**src/rtl/iod_rd_dly_train_ctrl_if.sv**
```systemverilog
// ---------------------------------------------------------------------------
// iod_rd_dly_train_ctrl_if
//
// Groups the signals between the read-training sequencer, the DDR training
// FSM and the IOD (delay line + eye monitor) of one lane.
//
//   slave  : the sequencer itself (iod_rd_dly_train_ctrl)
//   master : the environment driving it (training FSM and IOD)
//
// Signals
//   START                    training FSM -> seq : one-cycle start pulse
//   ABORT                    training FSM -> seq : level, terminates training
//   EYE_MONITOR_EARLY        IOD -> seq          : eye-monitor early flag
//   EYE_MONITOR_LATE         IOD -> seq          : eye-monitor late flag
//   DELAY_LINE_OUT_OF_RANGE  IOD -> seq          : delay-line limit reached
//   DELAY_LINE_LOAD          seq -> IOD          : pulse, delay line to tap 0
//   DELAY_LINE_MOVE          seq -> IOD          : pulse, move one tap
//   DELAY_LINE_DIRECTION     seq -> IOD          : 1 = up, 0 = down (with MOVE)
//   EYE_MONITOR_CLEAR_FLAGS  seq -> IOD          : pulse, clear EARLY/LATE
//   BUSY / DONE / ERR        seq -> training FSM : status
//   TAP_OUT[7:0]             seq -> training FSM : final tap
//   EYE_WIDTH[8:0]           seq -> training FSM : passing window width
// ---------------------------------------------------------------------------
interface iod_rd_dly_train_ctrl_if;
    logic       START;
    logic       ABORT;
    logic       EYE_MONITOR_EARLY;
    logic       EYE_MONITOR_LATE;
    logic       DELAY_LINE_OUT_OF_RANGE;
    logic       DELAY_LINE_LOAD;
    logic       DELAY_LINE_MOVE;
    logic       DELAY_LINE_DIRECTION;
    logic       EYE_MONITOR_CLEAR_FLAGS;
    logic       BUSY;
    logic       DONE;
    logic       ERR;
    logic [7:0] TAP_OUT;
    logic [8:0] EYE_WIDTH;

    modport slave (
        input  START,
        input  ABORT,
        input  EYE_MONITOR_EARLY,
        input  EYE_MONITOR_LATE,
        input  DELAY_LINE_OUT_OF_RANGE,
        output DELAY_LINE_LOAD,
        output DELAY_LINE_MOVE,
        output DELAY_LINE_DIRECTION,
        output EYE_MONITOR_CLEAR_FLAGS,
        output BUSY,
        output DONE,
        output ERR,
        output TAP_OUT,
        output EYE_WIDTH
    );

    modport master (
        output START,
        output ABORT,
        output EYE_MONITOR_EARLY,
        output EYE_MONITOR_LATE,
        output DELAY_LINE_OUT_OF_RANGE,
        input  DELAY_LINE_LOAD,
        input  DELAY_LINE_MOVE,
        input  DELAY_LINE_DIRECTION,
        input  EYE_MONITOR_CLEAR_FLAGS,
        input  BUSY,
        input  DONE,
        input  ERR,
        input  TAP_OUT,
        input  EYE_WIDTH
    );
endinterface

```
**src/rtl/iod_rd_dly_train_ctrl.sv**
```systemverilog
// ---------------------------------------------------------------------------
// iod_rd_dly_train_ctrl
//
// Per-lane read-training sequencer for the DDR4 PHY IOD read path. Sweeps the
// IOD input delay line upward from tap 0, classifies every tap as pass/fail
// from the eye-monitor EARLY/LATE flags, locates the first contiguous passing
// window and walks the delay line back down to the window centre.
//
// Ports
//   FAB_CLK   : lane fabric clock (only clock)
//   SYNC_RST  : synchronous, active-high reset
//   bus       : iod_rd_dly_train_ctrl_if.slave - start/abort from the training
//               FSM, eye-monitor and delay-line handshakes with the IOD, and
//               BUSY/DONE/ERR/TAP_OUT/EYE_WIDTH status back to the FSM
//
// Parameters
//   MAX_TAP       : highest tap index swept (8-bit tap counter)
//   SETTLE_CYCLES : wait cycles after a flag clear before sampling (>= 1)
//   SAMPLE_CYCLES : cycles EARLY/LATE are OR-accumulated per tap (>= 1)
//   MIN_EYE       : narrowest acceptable passing window, in taps
// ---------------------------------------------------------------------------
module iod_rd_dly_train_ctrl #(
    parameter int MAX_TAP       = 127,
    parameter int SETTLE_CYCLES = 8,
    parameter int SAMPLE_CYCLES = 16,
    parameter int MIN_EYE       = 4
) (
    input  logic                   FAB_CLK,
    input  logic                   SYNC_RST,
    iod_rd_dly_train_ctrl_if.slave bus
);

    localparam int CNT_MAX = (SETTLE_CYCLES > SAMPLE_CYCLES) ? SETTLE_CYCLES : SAMPLE_CYCLES;
    localparam int CNT_W   = (CNT_MAX > 1) ? $clog2(CNT_MAX) : 1;

    localparam logic [CNT_W-1:0] SETTLE_LAST = CNT_W'(SETTLE_CYCLES - 1);
    localparam logic [CNT_W-1:0] SAMPLE_LAST = CNT_W'(SAMPLE_CYCLES - 1);
    localparam logic [7:0]       MAX_TAP_L   = 8'(MAX_TAP);
    localparam logic [8:0]       MIN_EYE_L   = 9'(MIN_EYE);

    typedef enum logic [3:0] {
        S_IDLE,
        S_LOAD,
        S_CLEAR,
        S_SETTLE,
        S_SAMPLE,
        S_EVAL,
        S_STEP,
        S_CENTER,
        S_ALIGN,
        S_MOVE_DN,
        S_DONE,
        S_FAIL
    } state_t;

    // Window width in taps; 9 bits so a full 256-tap window is representable.
    function automatic logic [8:0] eye_width_f(input logic [7:0] l, input logic [7:0] r);
        return {1'b0, r} - {1'b0, l} + 9'd1;
    endfunction

    // Floor of the window midpoint; the 9-bit sum cannot overflow.
    function automatic logic [7:0] eye_centre_f(input logic [7:0] l, input logic [7:0] r);
        logic [8:0] s;
        s = {1'b0, l} + {1'b0, r};
        return s[8:1];
    endfunction

    state_t           state;
    logic [7:0]       tap;
    logic [7:0]       left_tap;
    logic [7:0]       right_tap;
    logic             found_pass;
    logic             fail;
    logic [CNT_W-1:0] cnt;
    logic [8:0]       width_r;
    logic [7:0]       target_r;

    logic             load_r;
    logic             move_r;
    logic             dir_r;
    logic             clear_r;
    logic             busy_r;
    logic             done_r;
    logic             err_r;
    logic [7:0]       tap_out_r;
    logic [8:0]       eye_width_r;

    logic             pass_tap;
    logic             found_next;
    logic             sweep_end;
    logic [8:0]       width_c;
    logic [7:0]       target_c;

    assign pass_tap   = !fail;
    // found_pass as it will be once the current EVAL updates it; decides
    // CENTER vs FAIL when the sweep runs out on the very first passing tap.
    assign found_next = found_pass | pass_tap;
    assign sweep_end  = (tap == MAX_TAP_L) || bus.DELAY_LINE_OUT_OF_RANGE;
    assign width_c    = eye_width_f(left_tap, right_tap);
    assign target_c   = eye_centre_f(left_tap, right_tap);

    // All outputs are registered: a pulse output is set on the edge that
    // enters the state it belongs to, so it is high for exactly that state.
    always_ff @(posedge FAB_CLK) begin
        if (SYNC_RST) begin
            state       <= S_IDLE;
            tap         <= '0;
            left_tap    <= '0;
            right_tap   <= '0;
            found_pass  <= 1'b0;
            fail        <= 1'b0;
            cnt         <= '0;
            width_r     <= '0;
            target_r    <= '0;
            load_r      <= 1'b0;
            move_r      <= 1'b0;
            dir_r       <= 1'b0;
            clear_r     <= 1'b0;
            busy_r      <= 1'b0;
            done_r      <= 1'b0;
            err_r       <= 1'b0;
            tap_out_r   <= '0;
            eye_width_r <= '0;
        end else begin
            load_r  <= 1'b0;
            move_r  <= 1'b0;
            dir_r   <= 1'b0;
            clear_r <= 1'b0;

            // Abort overrides every transition; the delay line stays where
            // it is because the next START always re-loads tap 0.
            if (state != S_IDLE && bus.ABORT) begin
                state  <= S_IDLE;
                busy_r <= 1'b0;
                err_r  <= 1'b1;
                done_r <= 1'b0;
            end else begin
                unique case (state)
                    S_IDLE: begin
                        if (bus.START && !bus.ABORT) begin
                            state       <= S_LOAD;
                            load_r      <= 1'b1;
                            busy_r      <= 1'b1;
                            done_r      <= 1'b0;
                            err_r       <= 1'b0;
                            tap_out_r   <= '0;
                            eye_width_r <= '0;
                            found_pass  <= 1'b0;
                            left_tap    <= '0;
                            right_tap   <= '0;
                            width_r     <= '0;
                            target_r    <= '0;
                        end
                    end

                    S_LOAD: begin
                        tap     <= '0;
                        state   <= S_CLEAR;
                        clear_r <= 1'b1;
                    end

                    S_CLEAR: begin
                        fail  <= 1'b0;
                        cnt   <= '0;
                        state <= S_SETTLE;
                    end

                    S_SETTLE: begin
                        if (cnt == SETTLE_LAST) begin
                            cnt   <= '0;
                            state <= S_SAMPLE;
                        end else begin
                            cnt <= cnt + 1'b1;
                        end
                    end

                    S_SAMPLE: begin
                        // Sticky: one flagged cycle anywhere in the window fails the tap.
                        fail <= fail | bus.EYE_MONITOR_EARLY | bus.EYE_MONITOR_LATE;
                        if (cnt == SAMPLE_LAST) begin
                            cnt   <= '0;
                            state <= S_EVAL;
                        end else begin
                            cnt <= cnt + 1'b1;
                        end
                    end

                    S_EVAL: begin
                        if (pass_tap && !found_pass) begin
                            left_tap   <= tap;
                            right_tap  <= tap;
                            found_pass <= 1'b1;
                        end else if (pass_tap) begin
                            right_tap <= tap;
                        end

                        if (!pass_tap && found_pass) begin
                            state <= S_CENTER;
                        end else if (sweep_end) begin
                            if (found_next) begin
                                state <= S_CENTER;
                            end else begin
                                state  <= S_FAIL;
                                load_r <= 1'b1;
                            end
                        end else begin
                            state  <= S_STEP;
                            move_r <= 1'b1;
                            dir_r  <= 1'b1;
                        end
                    end

                    S_STEP: begin
                        tap     <= tap + 8'd1;
                        state   <= S_CLEAR;
                        clear_r <= 1'b1;
                    end

                    S_CENTER: begin
                        width_r  <= width_c;
                        target_r <= target_c;
                        if (width_c < MIN_EYE_L) begin
                            state  <= S_FAIL;
                            load_r <= 1'b1;
                        end else begin
                            state <= S_ALIGN;
                        end
                    end

                    // ALIGN doubles as the idle gap between down-moves,
                    // giving a two-cycle MOVE spacing.
                    S_ALIGN: begin
                        if (tap == target_r) begin
                            state <= S_DONE;
                        end else begin
                            state  <= S_MOVE_DN;
                            move_r <= 1'b1;
                        end
                    end

                    S_MOVE_DN: begin
                        tap   <= tap - 8'd1;
                        state <= S_ALIGN;
                    end

                    S_DONE: begin
                        tap_out_r   <= target_r;
                        eye_width_r <= width_r;
                        done_r      <= 1'b1;
                        busy_r      <= 1'b0;
                        state       <= S_IDLE;
                    end

                    S_FAIL: begin
                        tap         <= '0;
                        tap_out_r   <= '0;
                        eye_width_r <= found_pass ? width_r : 9'd0;
                        done_r      <= 1'b1;
                        err_r       <= 1'b1;
                        busy_r      <= 1'b0;
                        state       <= S_IDLE;
                    end

                    default: begin
                        state <= S_IDLE;
                    end
                endcase
            end
        end
    end

    assign bus.DELAY_LINE_LOAD         = load_r;
    assign bus.DELAY_LINE_MOVE         = move_r;
    assign bus.DELAY_LINE_DIRECTION    = dir_r;
    assign bus.EYE_MONITOR_CLEAR_FLAGS = clear_r;
    assign bus.BUSY                    = busy_r;
    assign bus.DONE                    = done_r;
    assign bus.ERR                     = err_r;
    assign bus.TAP_OUT                 = tap_out_r;
    assign bus.EYE_WIDTH               = eye_width_r;

endmodule

```
**src/flat_wrapper.sv**
```systemverilog
// flat-port wrapper written by rule: the top's interface ports become plain ports
module iod_rd_dly_train_ctrl_flat 
#(
    parameter int MAX_TAP       = 127,
    parameter int SETTLE_CYCLES = 8,
    parameter int SAMPLE_CYCLES = 16,
    parameter int MIN_EYE       = 4
)
  (FAB_CLK, SYNC_RST, bus_START, bus_ABORT, bus_EYE_MONITOR_EARLY, bus_EYE_MONITOR_LATE, bus_DELAY_LINE_OUT_OF_RANGE, bus_DELAY_LINE_LOAD, bus_DELAY_LINE_MOVE, bus_DELAY_LINE_DIRECTION, bus_EYE_MONITOR_CLEAR_FLAGS, bus_BUSY, bus_DONE, bus_ERR, bus_TAP_OUT, bus_EYE_WIDTH);
  iod_rd_dly_train_ctrl_if bus_i ();
  input  logic FAB_CLK;
  input  logic SYNC_RST;
  input wire logic [$bits(bus_i.START)-1:0] bus_START;
  input wire logic [$bits(bus_i.ABORT)-1:0] bus_ABORT;
  input wire logic [$bits(bus_i.EYE_MONITOR_EARLY)-1:0] bus_EYE_MONITOR_EARLY;
  input wire logic [$bits(bus_i.EYE_MONITOR_LATE)-1:0] bus_EYE_MONITOR_LATE;
  input wire logic [$bits(bus_i.DELAY_LINE_OUT_OF_RANGE)-1:0] bus_DELAY_LINE_OUT_OF_RANGE;
  output wire logic [$bits(bus_i.DELAY_LINE_LOAD)-1:0] bus_DELAY_LINE_LOAD;
  output wire logic [$bits(bus_i.DELAY_LINE_MOVE)-1:0] bus_DELAY_LINE_MOVE;
  output wire logic [$bits(bus_i.DELAY_LINE_DIRECTION)-1:0] bus_DELAY_LINE_DIRECTION;
  output wire logic [$bits(bus_i.EYE_MONITOR_CLEAR_FLAGS)-1:0] bus_EYE_MONITOR_CLEAR_FLAGS;
  output wire logic [$bits(bus_i.BUSY)-1:0] bus_BUSY;
  output wire logic [$bits(bus_i.DONE)-1:0] bus_DONE;
  output wire logic [$bits(bus_i.ERR)-1:0] bus_ERR;
  output wire logic [$bits(bus_i.TAP_OUT)-1:0] bus_TAP_OUT;
  output wire logic [$bits(bus_i.EYE_WIDTH)-1:0] bus_EYE_WIDTH;
  assign bus_i.START = bus_START;
  assign bus_i.ABORT = bus_ABORT;
  assign bus_i.EYE_MONITOR_EARLY = bus_EYE_MONITOR_EARLY;
  assign bus_i.EYE_MONITOR_LATE = bus_EYE_MONITOR_LATE;
  assign bus_i.DELAY_LINE_OUT_OF_RANGE = bus_DELAY_LINE_OUT_OF_RANGE;
  assign bus_DELAY_LINE_LOAD = bus_i.DELAY_LINE_LOAD;
  assign bus_DELAY_LINE_MOVE = bus_i.DELAY_LINE_MOVE;
  assign bus_DELAY_LINE_DIRECTION = bus_i.DELAY_LINE_DIRECTION;
  assign bus_EYE_MONITOR_CLEAR_FLAGS = bus_i.EYE_MONITOR_CLEAR_FLAGS;
  assign bus_BUSY = bus_i.BUSY;
  assign bus_DONE = bus_i.DONE;
  assign bus_ERR = bus_i.ERR;
  assign bus_TAP_OUT = bus_i.TAP_OUT;
  assign bus_EYE_WIDTH = bus_i.EYE_WIDTH;
  iod_rd_dly_train_ctrl #(.MAX_TAP(MAX_TAP), .SETTLE_CYCLES(SETTLE_CYCLES), .SAMPLE_CYCLES(SAMPLE_CYCLES), .MIN_EYE(MIN_EYE)) u_core (.FAB_CLK(FAB_CLK), .SYNC_RST(SYNC_RST), .bus(bus_i));
endmodule
```
**config.mk**
```make
export PLATFORM = sky130hd
export DESIGN_NAME = iod_rd_dly_train_ctrl_flat
export DESIGN_NICKNAME = d
export VERILOG_FILES = /design/src/rtl/iod_rd_dly_train_ctrl_if.sv /design/src/rtl/iod_rd_dly_train_ctrl.sv /design/src/flat_wrapper.sv
export SDC_FILE = /design/constraint.sdc
export NUM_CORES = 1
export LEC_CHECK = 0
export ABC_AREA = 1
export ABC_CLOCK_PERIOD_IN_PS = 6750
export CAP_MARGIN = 10
export CORE_MARGIN = 2
export CORE_UTILIZATION = 58
export CTS_CLUSTER_SIZE = 12
export DETAILED_ROUTE_END_ITERATION = 8
export GPL_ROUTABILITY_DRIVEN = 0
export GPL_TIMING_DRIVEN = 0
export PLACE_DENSITY = 0.79
export SETUP_SLACK_MARGIN = 0.3
export SLEW_MARGIN = 20
export SYNTH_ARGS = -nofsm -noshare
export SYNTH_HDL_FRONTEND = slang
export SYNTH_SLANG_ARGS = --single-unit
```
**constraint.sdc**
```tcl
create_clock -name FAB_CLK -period 6.75 [get_ports FAB_CLK]
set_clock_uncertainty 0.15 [all_clocks]
set_input_delay 1.0125 -clock FAB_CLK [delete_from_list [all_inputs] [get_ports FAB_CLK]]
set_output_delay 1.0125 -clock FAB_CLK [all_outputs]
set_load 0.02 [all_outputs]
```
==> reports/metrics.yaml <==
outcome: "completed"
grt_overflow: 0
die_x_um: 88.9
fillers: 608
multiInputGateArea_um2: 2330
hold_buffers: 0
period_minus_slack_ns: 2.69
cts-resized-gates: 0
floorplan.initialDensity_pct: 60.8
worst_pin_slew_ns: 0.636
synth_area_per_cell_um2: 7.17
yosys_warnings: 0
yosys-top-cells-area: "dfxtp_1, nand2_1, ha_1, a21oi_1, inv_1"
yosysSeqAreaShare_pct: 35.9
fmax_mhz: 371
critPathLaunchType: "input pin"
vdd_ir_drop_max_mv: 0.134
yosys.area.top_type_share_pct: 35.9
drt_wl_total_mm: 10.2
cts.sinks: 75
insertion_delay_ns: 0.35
grt_use_total_pct: 27.4
ys_types: 38
placed_area_um2: 4590
critPathMaxFanout: 10
io_pins: 31
post-dp-hpwl_mm: 7.96
area_growth_pct: 14.5
synth_area_leader_cell: "dfxtp_1"
path_class: "input pin to flip-flop"
rsz0062_at_grt: "false"
core_um2: 6870
hold_path_class: "flip-flop to flip-flop"
cts_root_buf: "clkbuf_8"
postRouteAntennaNets: 0
setup_tns_ns: 0
vias_per_cell: 5.49
portBuffers: 29
layoutNonFillerInstCount: 724
reg2reg_depth: 14
maxSlewHeadroom_pct: 57.6
arrival_ns: 2.77
antenna_cells: 0
synthCells: 583
rr_endpoint: "u_core.state[0]"
maxSlewViolCount: 0
die_y_um: 88.9
first_pass_iters: 5
reg2reg_from: "u_core.right_tap[1]"
stdcell_area_um2: 4780
antenna_found_initial: 0
drt-initial-drc-count: 288
grt_max_degree: 13
ys_ff_latch: 75
synth_most_common_cell: "nand2_1"
cap_violations: 0
hold_viol: 0
r2r_slack_ns: 4.14
power.density_nw_per_um2: 358
path_clk_slew_ns: 0.08
wl_per_cell_um: 14.1
layout-drive-gt1-share_pct: 7.48
cts_setup_buffers: 0
setup_violations: 0
async_flop_share_pct: 0
cp.required_ns: 6.82
cp-startpoint: "bus_ABORT"
synth_ff_type: "dfxtp_1"
cts_tree: "yes"
drcViolationCount: 0
placementRows: 30
routed-via-count: 3975
dp_cells: 708
clockBufferDepth: 2
fin_crit_sh_pct: 39.9
finalNetCount: 663
seq_area_um2: 1500
synthTopCellsByCount: "nand2_1, dfxtp_1, a21oi_1, inv_1, nor2_1"
p_leak_nw: 2.09
endpoint_kind: "flip-flop"
die_area_um2: 7900
cts_buffers: 9
synth_edf_count: 0
grt_pass1_vias: 3645
h-tree-depth: 3
synthesis.area_um2: 4180
grt_pass1_wl_mm: 16.8
synth_fp_nets: 623
endpoint: "u_core.bus.EYE_WIDTH[7]"
## state kept, by name (all words and copies together), names as in the netlist, 4 cells and up
name	flops
u_core.bus.EYE_WIDTH	9
u_core.bus.TAP_OUT	8
u_core.cnt	4
u_core.left_tap	8
u_core.right_tap	8
u_core.state	4
u_core.tap	8
u_core.target_r	8
u_core.width_r	9
## where the power goes
group	total [mW]	switching [mW]	leakage (nW)	internal, mW
Sequential	0.572	0.0571	0.610	0.515
Combinational	0.796	0.521	1.38	0.275
Clock	0.345	0.166	0.0991	0.179
## how the worst min path moves through the flow
stage | from | endpoint | slack (ns) | cells after the start
after global routing | u_core.bus.ERR | u_core.bus.ERR | 0.33 | 2
after global placement | u_core.width_r[1] | u_core.width_r[1] | 0.30 | 2
after CTS | u_core.width_r[1] | u_core.width_r[1] | 0.31 | 2
after floorplan | u_core.width_r[6] | u_core.width_r[6] | 0.29 | 2
final | u_core.width_r[1] | u_core.width_r[1] | 0.31 | 2
after detailed placement | u_core.width_r[1] | u_core.width_r[1] | 0.30 | 2
## kinds of logic (layout without fill, tap and decap cells)
logic type / Yosys count / after routing / share of synthesized area (%)
compound gates: 133 / 133 / 17.5
simple gates: 240 / 240 / 24.8
fa+ha+maj: 33 / 33 / 10.4
buf+inv: 87 / 132 / 8.23
flops: 75 / 75 / 35.9
xor+xnor: 15 / 15 / 3.14
## per-layer routing
layer	vias up	track usage (%)	wire length [um]
met5	-	0	0
met4	0	9.64	181
met3	16	3.64	644
met2	151	45.9	4770
met1	1812	36.2	4630
li1	1996	-	-
## worst max-delay path, cell delays in order
cell             delay, ns
clkdlybuf4s50_1       0.43
inv_1                 0.09
nand2_1               0.07
nor2_1                0.28
inv_1                 0.17
o21ai_2               0.16
buf_2                 0.26
o21ai_0               0.12
o21ai_0               0.11
nor2_1                0.05
## area by class of cell
cell class / instances / share of cell area [%]
well taps: 96 / 2.51
multi-input cells: 421 / 48.8
plain buffers: 12 / 1.20
clock buffers: 11 / 2.96
repair buffers: 29 / 6.07
inverters: 75 / 5.99
flip-flops and latches: 75 / 31.4
clock inverters: 5 / 1.10
## stage by stage
stage	utilization [%]	power, mW	hold WS (ns)	worst slack (ns)
global placement	66.8	1.34	0.297	3.78
finish	69.6	1.71	0.311	4.06
global route	69.6	1.85	0.328	3.90
CTS	69.6	1.70	0.312	4.10
floorplan	-	1.16	0.289	4.47
detailed placement	66.8	1.36	0.302	3.73
## cells in the final DEF (no fill, tap or decap), types with 4 or more instances in the layout
cell,netlist,final
a21oi_1,66,66
or2_2,4,4
clkbuf_8,0,10
nand3_1,37,37
nor2_1,63,63
ha_1,30,30
xor2_1,5,5
dfxtp_1,75,75
o21ai_0,45,45
xnor2_1,10,10
nand4_1,5,5
clkdlybuf4s50_1,0,29
nor2_2,4,4
clkbuf_1,6,7
inv_1,66,66
nand2_1,115,115
inv_2,5,5
o21ai_2,5,5
buf_2,4,4
Power figures use the tool's default switching activity.
